### src/rtl/branch_predictor.sv
// Bimodal branch direction predictor: 2-bit saturating counters indexed by PC[IDX_W+1:2].
// Optional macro BP_PERF_CNT_EN adds branch and misprediction event counters.
module branch_predictor #(
    parameter int         IDX_W    = 6,
    parameter logic [1:0] INIT_CTR = 2'b01
) (
    input  logic        clk,
    input  logic        rst_n,
    input  logic        pred_req,
    input  logic [31:0] pred_pc,
    output logic        pred_valid,
    output logic        pred_taken,
    input  logic        upd_valid,
    input  logic [31:0] upd_pc,
    input  logic        upd_taken,
    input  logic        upd_pred,
    output logic        mispredict
`ifdef BP_PERF_CNT_EN
    ,
    output logic [31:0] perf_branches,
    output logic [31:0] perf_mispred
`endif
);

    localparam int ENTRIES = 1 << IDX_W;

    logic [1:0]       ctr_q [ENTRIES];
    logic [IDX_W-1:0] pred_idx;
    logic [IDX_W-1:0] upd_idx;
    logic [1:0]       upd_old;
    logic [1:0]       upd_new;
    logic [1:0]       pred_ctr;
    logic             pred_valid_q, pred_valid_d;
    logic             pred_taken_q, pred_taken_d;
    logic             mispredict_q, mispredict_d;
    logic             unused_pc_bits;

    assign pred_idx = pred_pc[IDX_W+1:2];
    assign upd_idx  = upd_pc[IDX_W+1:2];
    assign unused_pc_bits = ^{pred_pc[31:IDX_W+2], pred_pc[1:0],
                              upd_pc[31:IDX_W+2], upd_pc[1:0]};

    always_comb begin
        upd_old = ctr_q[upd_idx];
        upd_new = upd_old;
        if (upd_taken) begin
            if (upd_old != 2'b11) upd_new = upd_old + 2'd1;
        end else begin
            if (upd_old != 2'b00) upd_new = upd_old - 2'd1;
        end
    end

    // Write-first: a same-cycle update to the requested entry is visible to the prediction.
    always_comb begin
        pred_ctr = ctr_q[pred_idx];
        if (upd_valid && (upd_idx == pred_idx)) pred_ctr = upd_new;
    end

    always_comb begin
        pred_valid_d = pred_req;
        pred_taken_d = pred_taken_q;
        if (pred_req) pred_taken_d = pred_ctr[1];
        mispredict_d = upd_valid & (upd_taken ^ upd_pred);
    end

    always_ff @(posedge clk or negedge rst_n) begin
        if (!rst_n) begin
            for (int i = 0; i < ENTRIES; i++) ctr_q[i] <= INIT_CTR;
        end else if (upd_valid) begin
            ctr_q[upd_idx] <= upd_new;
        end
    end

    always_ff @(posedge clk or negedge rst_n) begin
        if (!rst_n) begin
            pred_valid_q <= 1'b0;
            pred_taken_q <= 1'b0;
            mispredict_q <= 1'b0;
        end else begin
            pred_valid_q <= pred_valid_d;
            pred_taken_q <= pred_taken_d;
            mispredict_q <= mispredict_d;
        end
    end

    assign pred_valid = pred_valid_q;
    assign pred_taken = pred_taken_q;
    assign mispredict = mispredict_q;

`ifdef BP_PERF_CNT_EN
    logic [31:0] perf_branches_q, perf_branches_d;
    logic [31:0] perf_mispred_q,  perf_mispred_d;

    always_comb begin
        perf_branches_d = perf_branches_q;
        perf_mispred_d  = perf_mispred_q;
        if (upd_valid)    perf_branches_d = perf_branches_q + 32'd1;
        if (mispredict_d) perf_mispred_d  = perf_mispred_q + 32'd1;
    end

    always_ff @(posedge clk or negedge rst_n) begin
        if (!rst_n) begin
            perf_branches_q <= 32'd0;
            perf_mispred_q  <= 32'd0;
        end else begin
            perf_branches_q <= perf_branches_d;
            perf_mispred_q  <= perf_mispred_d;
        end
    end

    assign perf_branches = perf_branches_q;
    assign perf_mispred  = perf_mispred_q;
`endif

endmodule

### config.mk
export PLATFORM = sky130hd
export DESIGN_NAME = branch_predictor
export DESIGN_NICKNAME = d
export VERILOG_FILES = /design/src/rtl/branch_predictor.sv
export SDC_FILE = /design/constraint.sdc
export NUM_CORES = 1
export LEC_CHECK = 0
export ABC_AREA = 1
export ABC_CLOCK_PERIOD_IN_PS = 1550
export CAP_MARGIN = 20
export CELL_PAD_IN_SITES_DETAIL_PLACEMENT = 1
export CELL_PAD_IN_SITES_GLOBAL_PLACEMENT = 1
export CORE_MARGIN = 4
export CORE_UTILIZATION = 42
export CTS_BUF_LIST = sky130_fd_sc_hd__clkbuf_4 sky130_fd_sc_hd__clkbuf_8 sky130_fd_sc_hd__clkbuf_16
export CTS_CLUSTER_DIAMETER = 80
export DETAILED_ROUTE_END_ITERATION = 6
export DONT_BUFFER_PORTS = 1
export PLACE_DENSITY = 0.85
export SLEW_MARGIN = 40
export SYNTH_ARGS = -nofsm -noshare
export SYNTH_HDL_FRONTEND = slang
export SYNTH_SLANG_ARGS = --single-unit
### constraint.sdc
create_clock -name clk -period 1.55 [get_ports clk]
set_input_delay 0.155 -clock clk [delete_from_list [all_inputs] [get_ports clk]]
set_output_delay 0.155 -clock clk [all_outputs]
set_load 0.1 [all_outputs]
After elaboration in Yosys (flattened, before gate mapping)
Index checks and enable logic that the tools add are counted.
{"block": "totals", "in_bits": 70, "wordCells": 94, "output_inout_bits": 3, "reg_bits": 131}
{"block": "op_classes", "n_lt_le_gt_ge": 3, "mux": 13, "n_reduce_logical": 3, "add_sub_neg": 2, "bitwise_logic": 4, "n_eq_ne": 2}
{"operator": "128-bit bitwise mux", "n": 1}
{"operator": "2-bit binary-select mux with 6-bit select", "n": 2}
{"operator": "2-bit two-way mux", "n": 9}
{"operator": "7-bit >= comparator (second input constant)", "n": 2}
{"operator": "6-bit inverter with 7-bit output", "n": 2}
{"operator": "2-bit demux with 6-bit select", "n": 1}
{"operator": "7-bit by 1-bit < comparator with 1-bit output (second input constant)", "n": 1}
{"operator": "6-bit equality test", "n": 1}
{"operator": "2-bit by 1-bit adder with 2-bit output (second input constant)", "n": 1}
{"operator": "1-bit logical AND", "n": 2}
{"operator": "2-bit != test (second input constant)", "n": 1}
{"operator": "2-bit nonzero test", "n": 1}
{"operator": "2-bit by 1-bit subtractor with 2-bit output (second input constant)", "n": 1}
{"operator": "1-bit AND", "n": 1}
{"operator": "1-bit bitwise XOR", "n": 1}

Longest topological paths before layout
Gate-level depths: netlist of the first run.
{"block": "depth", "ltp_word": 8, "mapped_depth": 20, "mapped_depth_nobuf": 17}

Worst setup path before layout of the first run
Ideal clock, no wire load.
{"block": "synth_timing", "path_kind": "input-to-reg", "start": "input port upd_pc[2]", "end": "register ctr_q[33] in the netlist's numbering", "cell_stages": 17, "path_buffers": 5, "setup_slack_ns": -0.178, "t_arrival_ns": 1.601, "required_time_ns": 1.424, "setup_time_ns": 0.126, "path_cell_list": "buf_2 > buf_6 > buf_4 > nand2_1 > nand2_1 > nand2_1 > nand2_1 > nand2_1 > nand2_1 > nand2_1 > nand4_1 > nor2_1 > nand2_1 > nand2_1 > buf_6 > buf_6 > a21oi_2"}
{"block": "synth_between", "elab_chain_cells": 8, "elab_cells_between_ends": 17, "cone_classes": "2 x add/sub; 2 x order compare; 1 x eq/ne; 9 x mux; 1 x bitwise; 2 x reduce/logical"}
{"item": "start: declaration", "line": "14", "text": "input logic [31:0] upd_pc,"}
{"item": "6-bit inverter with 7-bit output (not written as such) *", "line": "44, 70"}
{"item": "2-bit binary-select mux with 6-bit select", "line": "44", "text": "upd_old = ctr_q[upd_idx];"}
{"item": "2-bit two-way mux (not written as such) (2 in a row)", "line": "44"}
{"item": "2-bit by 1-bit subtractor with 2-bit output (tied with other cells)", "line": "49", "text": "if (upd_old != 2'b00) upd_new = upd_old - 2'd1;"}
{"item": "2-bit two-way mux, on equally long branches", "line": "49, 47"}
{"item": "2-bit two-way mux", "line": "46", "text": "if (upd_taken) begin"}
{"item": "128-bit bitwise mux *", "line": "70", "text": "ctr_q[upd_idx] <= upd_new;"}
{"item": "end signal: indexed assignment", "line": "70"}
{"item": "end: declaration", "line": "27", "text": "logic [1:0] ctr_q [ENTRIES];"}
Every way passes the cells marked *; elsewhere a longest branch is shown, timed or not. The select of a mux whose other input is x is not followed.
A chain may end at the register's enable or synchronous reset.

Worst setup path in the final report of the first run
{"block": "layout_timing", "start": "register ctr_q[111] in the netlist's numbering", "end": "register ctr_q[89] in the netlist's numbering"}
{"block": "layout_between", "elab_chain_cells": 7, "elab_cells_between_ends": 11, "cone_classes": "2 x add/sub; 1 x eq/ne; 7 x mux; 1 x reduce/logical"}
{"item": "2-bit binary-select mux with 6-bit select *", "line": "44"}
{"item": "2-bit two-way mux (not written as such) * (2 in a row)", "line": "44"}
{"item": "2-bit by 1-bit subtractor with 2-bit output (tied with other cells)", "line": "49"}
{"item": "2-bit two-way mux, on equally long branches", "line": "49, 47"}
{"item": "2-bit two-way mux *", "line": "46"}
{"item": "128-bit bitwise mux *", "line": "70"}
Marks and branches as above.

==> impl_results.md, run 1 <==
- Crit path launch type: register
- Hold slack: -0.598 ns
- Seq/Total Area, Yosys: 0.450
- Fmax: 461 MHz
- Final setup margin: -0.620 ns
- P_leak: 4.68 nW
- Area leader, netlist: dfstp_2
- Synth cell count leaders: nand2_1, nor2_1, dfrtp_1
- Die H: 141 um
- Routability-driven placement congestion ratio: 0.897
- Max transition margin: 0.546
- Num ports: 73
- Pre-antenna DRT Iters: 6
- CP delay by family, top: simple AND/OR/NAND/NOR gates
- Placed inst area: 8500 sq um
- Power Dens Cells: 1320 nW/um^2
- Setup CP Type: register to register
- First-pass GRT wire length: 51.0 mm
- Synthesized netlist cell count: 1063
- Final period util: 1.40
- Vias in the first global route: 9115
- Total gr overflow: 0
- Initial antenna violation count: 1
- Final-layout fill cell count: 2032
- Syn-to-layout area delta: 40.4%
- Fraction of registers with async set/reset: 1.00
- Die W: 141 um
- Outcome: finished with violations
- RR Startpoint: ctr_q[111]
- CTS Buf Count: 17
- Core Area: 17400 sq um
- Final Hold Viols: 131
- Register Area: 3360 sq um
- Syn_nets: 1133
- Post-synth top area share: 0.225
- Post-Layout Inst Area: 10500 sq um
- Clock Latency Late Sink: 0.45 ns
- Count leader, synth: nand2_1
- Final number of setup-violating endpoints: 129
- Post-Syn Area: 7460 sq um
- Final period demand of the worst path: 2.17 ns
- WP data required: 1.90 ns
- Worst R2R Path Depth: 15
- Avg Cell Area, Syn: 7.02 sq um
- Max IR drop VDD: 974 uV
- Max H-tree Level: 4
- Synth top area cells: dfstp_2, dfrtp_1, nand2_1
- CTS sink count: 131
- Slowest stage cell, crit path: dfrtp_1
- Clk_skew: 0.0113 ns
- Dpl ws: -0.449 ns
- Initial Utilization: 0.430
- CTS tree: done
- CTS Buffer Depth: 2
- Drt initial violations: 1080
- Port Buffer Count: 0
- Slew Limit Fails: 0
- Synth Register Bits: 131
- Netlist cell types: 35
- Number of flops mapped to enable cells by yosys: 0
- Largest net degree at the start of global routing: 132
- GRT Overall Usage: 0.333
- YS warnings: 0
- R2R setup slack: -0.62 ns
- Worst EP arrival: 2.52 ns
- Max-cap viol count: 0
- Hold crit path type: input pin to async pin
- Area used by multi-input combinational logic: 4460 sq um
- R2r endpoint: ctr_q[89]
- Crit path largest cell delay: 0.39 ns
- Failing checks: negative hold slack, negative setup slack
- Hold-fix buffers, CTS: 4
- Most used cell, CP: nand2_1
- Vias per cell: 6.39
- Worst path bufs/invs: 2
- Layout cells sized above 1: 0.309
- DRC viols: 0
- Ant. Diodes: 0
- CTS root buf: clkbuf_16
- Crit. End Element: register
- Top_reg_cell synth: dfrtp_1
- Clk slew on worst S/H paths: 0.07 ns
- Nets@finish: 1247
- Crit path cell chain: inv_2 > o21ai_2 > nand2_1 > nand2_1 > nand2_1 > nand2_1 > nand2_1 > nand2_2 > nor2_4 > nand2_2 > nand2_4 > nand2_4 > nand2_4 > buf_12 > a21oi_1
- DR vias: 9042
- RSZ-0062 raised after global routing: yes
- HPWL reported at the end of detailed placement: 17.8 mm
- Rows: 48
- WL final: 39.4 mm
- Crit path max fanout: 9
- Die area: 20000 sq um
- Post-route ant nets: 0
- Worst-margin pin slew: 0.679 ns
- WL per Instance: 27.8 um
-- metrics by stage --
step                      hold WS [ns]  TNS, ns   util  instances  total power, mW
final                           -0.598   -72.23  0.604       1415             13.8
after floorplan                 -0.141   -12.73      -       1063             6.65
after detailed placement        -0.131   -49.17  0.490       1352             7.73
after CTS                       -0.591   -46.79  0.550       1399             12.4
after global routing            -0.607   -77.80  0.604       1415             14.3
after global placement          -0.131   -36.78  0.490       1352             7.56
-- cell families after synthesis --
logic type / after synthesis / synth area share
xor+xnor: 1 / 0.00117
compound gates: 155 / 0.124
flops: 131 / 0.450
buf+inv: 104 / 0.0689
simple gates: 672 / 0.356
-- flip-flops by register name, summed over array words and instances (netlist names) --
register and flops:
pred_valid 1, mispredict 1, ctr_q 128, pred_taken 1
-- layout make-up --
cell class                 instances  area share
tap                              225      0.0269
clock inverter                     9     0.00979
sequential                       131       0.321
inverter                          48      0.0172
timing repair buffer             150       0.152
clock buffer                      23      0.0473
multi-input combinational        829       0.426
-- per-layer routing --
layer	vias up	wire length, um	GRT usage
met4	2	3320	0.212
met5	-	12	0
met1	4418	14100	0.395
met2	661	18000	0.543
li1	3676	-	-
met3	285	3960	0.0806
-- worst max path at each step --
stage                  to  startpoint  cells after the start  slack, ns
5_1_grt         ctr_q[68]  ctr_q[127]                     13      -0.67
4_1_cts        ctr_q[106]   ctr_q[30]                     16      -0.41
2_1_floorplan   ctr_q[33]   upd_pc[2]                     15      -0.16
3_5_place_dp    ctr_q[63]   upd_pc[2]                     17      -0.45
6_report        ctr_q[89]  ctr_q[111]                     15      -0.62
3_3_place_gp   ctr_q[111]   ctr_q[81]                     12      -0.31
-- layout by cell type (no fill, tap or decap), drive strengths merged, types with 5 or more instances in the layout --
| cell | count |
|---|---|
| inv | 47 |
| dfrtp | 67 |
| or2 | 6 |
| o21ai | 14 |
| a21oi | 69 |
| nand2 | 377 |
| clkbuf | 33 |
| nor3 | 10 |
| dfstp | 64 |
| buf | 136 |
| nor2 | 209 |
| nand3 | 64 |
| a31oi | 64 |
| clkinv | 5 |
-- power breakdown --
| group | switching (mW) | total (mW) | internal [mW] |
|---|---|---|---|
| clock network | 1.68 | 4.24 | 2.56 |
| logic | 2.69 | 4.72 | 2.02 |
| registers | 0.500 | 4.87 | 4.37 |
-- timing repair --
action                                  CTS  global route
pin swaps                                 1            23
resized for setup                        39           111
endpoints found under the setup margin  129           129
setup buffers                             6             7
cloned                                    5            11
endpoints found under the hold margin   134           131
(Power assumes the default switching activity.)
==> inputs of run 2 (changes only) <==
- PLACE_DENSITY: 0.85 -> not set
- PLACE_DENSITY_LB_ADDON: not set -> 0.1
==> impl_results.md, run 2 (synthesized netlist as in run 1, its figures left out) <==
- Outcome: finished with violations
- Failing checks: negative hold slack, negative setup slack
- Clk slew on worst S/H paths: 0.06 ns
- Max H-tree Level: 4
- Nets@finish: 1247
- First-pass GRT wire length: 47.1 mm
- CTS Buf Count: 17
- WP data required: 1.85 ns
- Vias per cell: 5.63
- Max IR drop VDD: 836 uV
- Crit path launch type: register
- Clk pwr share: 0.334
- GRT Overall Usage: 0.307
- Slew Limit Fails: 0
- Layout cells sized above 1: 0.282
- DR vias: 7973
- P_leak: 4.55 nW
- Drt initial violations: 545
- CTS tree: done
- Sw Share: 0.317
- Clock Latency Late Sink: 0.43 ns
- Port Buffer Count: 0
- Die H: 141 um
- Total chip power: 12.7 mW
- Ant. Diodes: 0
- Fmax: 479 MHz
- Combinational Power Share: 0.291
- Total gr overflow: 0
- Final number of setup-violating endpoints: 129
- Rows: 48
- Max transition margin: 0.612
- Crit path max fanout: 8
- WL per Instance: 21.8 um
- Core Area: 17400 sq um
- Final setup margin: -0.536 ns
- Setup CP Type: register to register
- Die W: 141 um
- Power Dens Cells: 1300 nW/um^2
- Pre-antenna DRT Iters: 5
- Final Hold Viols: 131
- Max reg flops: 128
- Routability-driven placement congestion ratio: 0.903
- DRC viols: 0
- Die area: 20000 sq um
- Num ports: 73
- CTS sink count: 131
- Clk_skew: 0.00816 ns
- Vias in the first global route: 8361
- Crit. End Element: register
- RSZ-0062 raised after global routing: yes
- Hold-fix buffers, CTS: 4
- CTS root buf: clkbuf_16
- Most common cell after layout, fill and taps aside: nand2_1
- Worst-margin pin slew: 0.582 ns
- Largest net degree at the start of global routing: 132
- R2r endpoint: ctr_q[53]
- Sw Pwr: 4.02 mW
- Most frequent cells in the layout: nand2_1, nor2_1, buf_4, dfrtp_1
- Worst EP arrival: 2.39 ns
- Final TNS setup: -63.03 ns
- HPWL reported at the end of detailed placement: 18.4 mm
- Syn-to-layout area delta: 30.6%
- Dpl ws: -0.552 ns
- R2R setup slack: -0.54 ns
- RR Startpoint: ctr_q[83]
- Largest Register: ctr_q
- Max-cap viol count: 0
- Initial antenna violation count: 1
- Post-route ant nets: 0
- Hold slack: -0.581 ns
- Sequential share of power: 0.375
- Initial Utilization: 0.430
- Final period demand of the worst path: 2.09 ns
- Final period util: 1.35
- Worst R2R Path Depth: 14
- WL final: 30.8 mm
- CTS Buffer Depth: 2
- Post-layout util: 0.561
- Pint: 8.67 mW
- Hold crit path type: input pin to async pin
==> run 2: changes by cell type in the layout (fill, tap and decap cells not counted), moves of 4 or more <==
| cell | before | now |
|---|---|---|
| nand2_2 | 11 | 18 |
| a31oi_2 | 10 | 0 |
| buf_12 | 14 | 9 |
| clkbuf_16 | 26 | 20 |
| a31oi_1 | 22 | 64 |
| a31oi_4 | 32 | 0 |
| buf_4 | 112 | 128 |
| a21oi_1 | 20 | 9 |
| nand2_1 | 360 | 356 |
| a21oi_2 | 44 | 54 |
| clkbuf_8 | 5 | 1 |
==> run 2: metal layers <==
metal	up-vias	share of wire	track usage
li1	3677	-	-
met1	3916	0.42	0.388
met2	285	0.48	0.513
met3	95	0.058	0.0634
met4	0	0.041	0.126
met5	-	0	0
==> run 2: area by class of cell <==
| class | count | area (sq um) |
|---|---|---|
| Tap cell | 225 | 282 |
| Timing Repair Buffer | 151 | 1420 |
| Sequential cell | 131 | 3360 |
| Clock inverter | 10 | 134 |
| Multi-Input combinational cell | 828 | 3910 |
| Inverter | 48 | 180 |
| Clock buffer | 22 | 469 |
| Fill cell | 2208 | 7610 |
==> run 2: worst max-delay path, stage by stage, from the launching register on <==
cell,delay [ns]
dfrtp_1,0.40
nor2_2,0.17
nor2_2,0.07
nand2_2,0.07
nand2_2,0.06
o21ai_2,0.17
nand2_1,0.09
nor2_2,0.13
nand2_1,0.10
nand2_2,0.12
nand2_2,0.08
nand2_4,0.11
buf_12,0.16
buf_12,0.16
a21oi_4,0.06
==> run 2: repair_timing <==
action | 4_1_cts | 5_1_grt
resized for setup | 47 | 30
endpoints found under the hold margin | 134 | 131
cloned | 6 | 3
setup buffers | 5 | 3
setup endpoints to repair | 129 | 129
pin swaps | 9 | 13
==> run 2: worst max path at each step <==
| stage | from | endpoint | slack (ns) |
|---|---|---|---|
| 6_report | ctr_q[83] | ctr_q[53] | -0.54 |
| 4_1_cts | ctr_q[81] | ctr_q[73] | -0.44 |
| 5_1_grt | ctr_q[83] | ctr_q[59] | -0.61 |
| 3_3_place_gp | ctr_q[81] | ctr_q[69] | -0.50 |
| 3_5_place_dp | ctr_q[81] | ctr_q[73] | -0.55 |
| 2_1_floorplan | upd_pc[2] | ctr_q[33] | -0.16 |
==> run 2: power by group through the flow <==
stage | logic, mW | clock network (mW) | registers (mW)
floorplan | 1.86 | 0 | 4.79
CTS | 3.42 | 4.25 | 4.75
finish | 3.69 | 4.25 | 4.76
global route | 4.03 | 4.45 | 4.86
detailed placement | 2.98 | 0 | 4.79
global placement | 2.88 | 0 | 4.75
==> run 2: per-stage QoR <==
stage                     instance area (sq um)  instances
final                                      9740       1415
after global routing                       9740       1415
after CTS                                  9560       1410
after detailed placement                   8550       1363
after global placement                     8550       1363
after floorplan                            7560       1063
==> inputs of run 3 (changes only) <==
- CTS_CLUSTER_DIAMETER: 80 -> 50
==> results of run 3 <==
Final layout, timing and power as in run 2 (identical DEF).
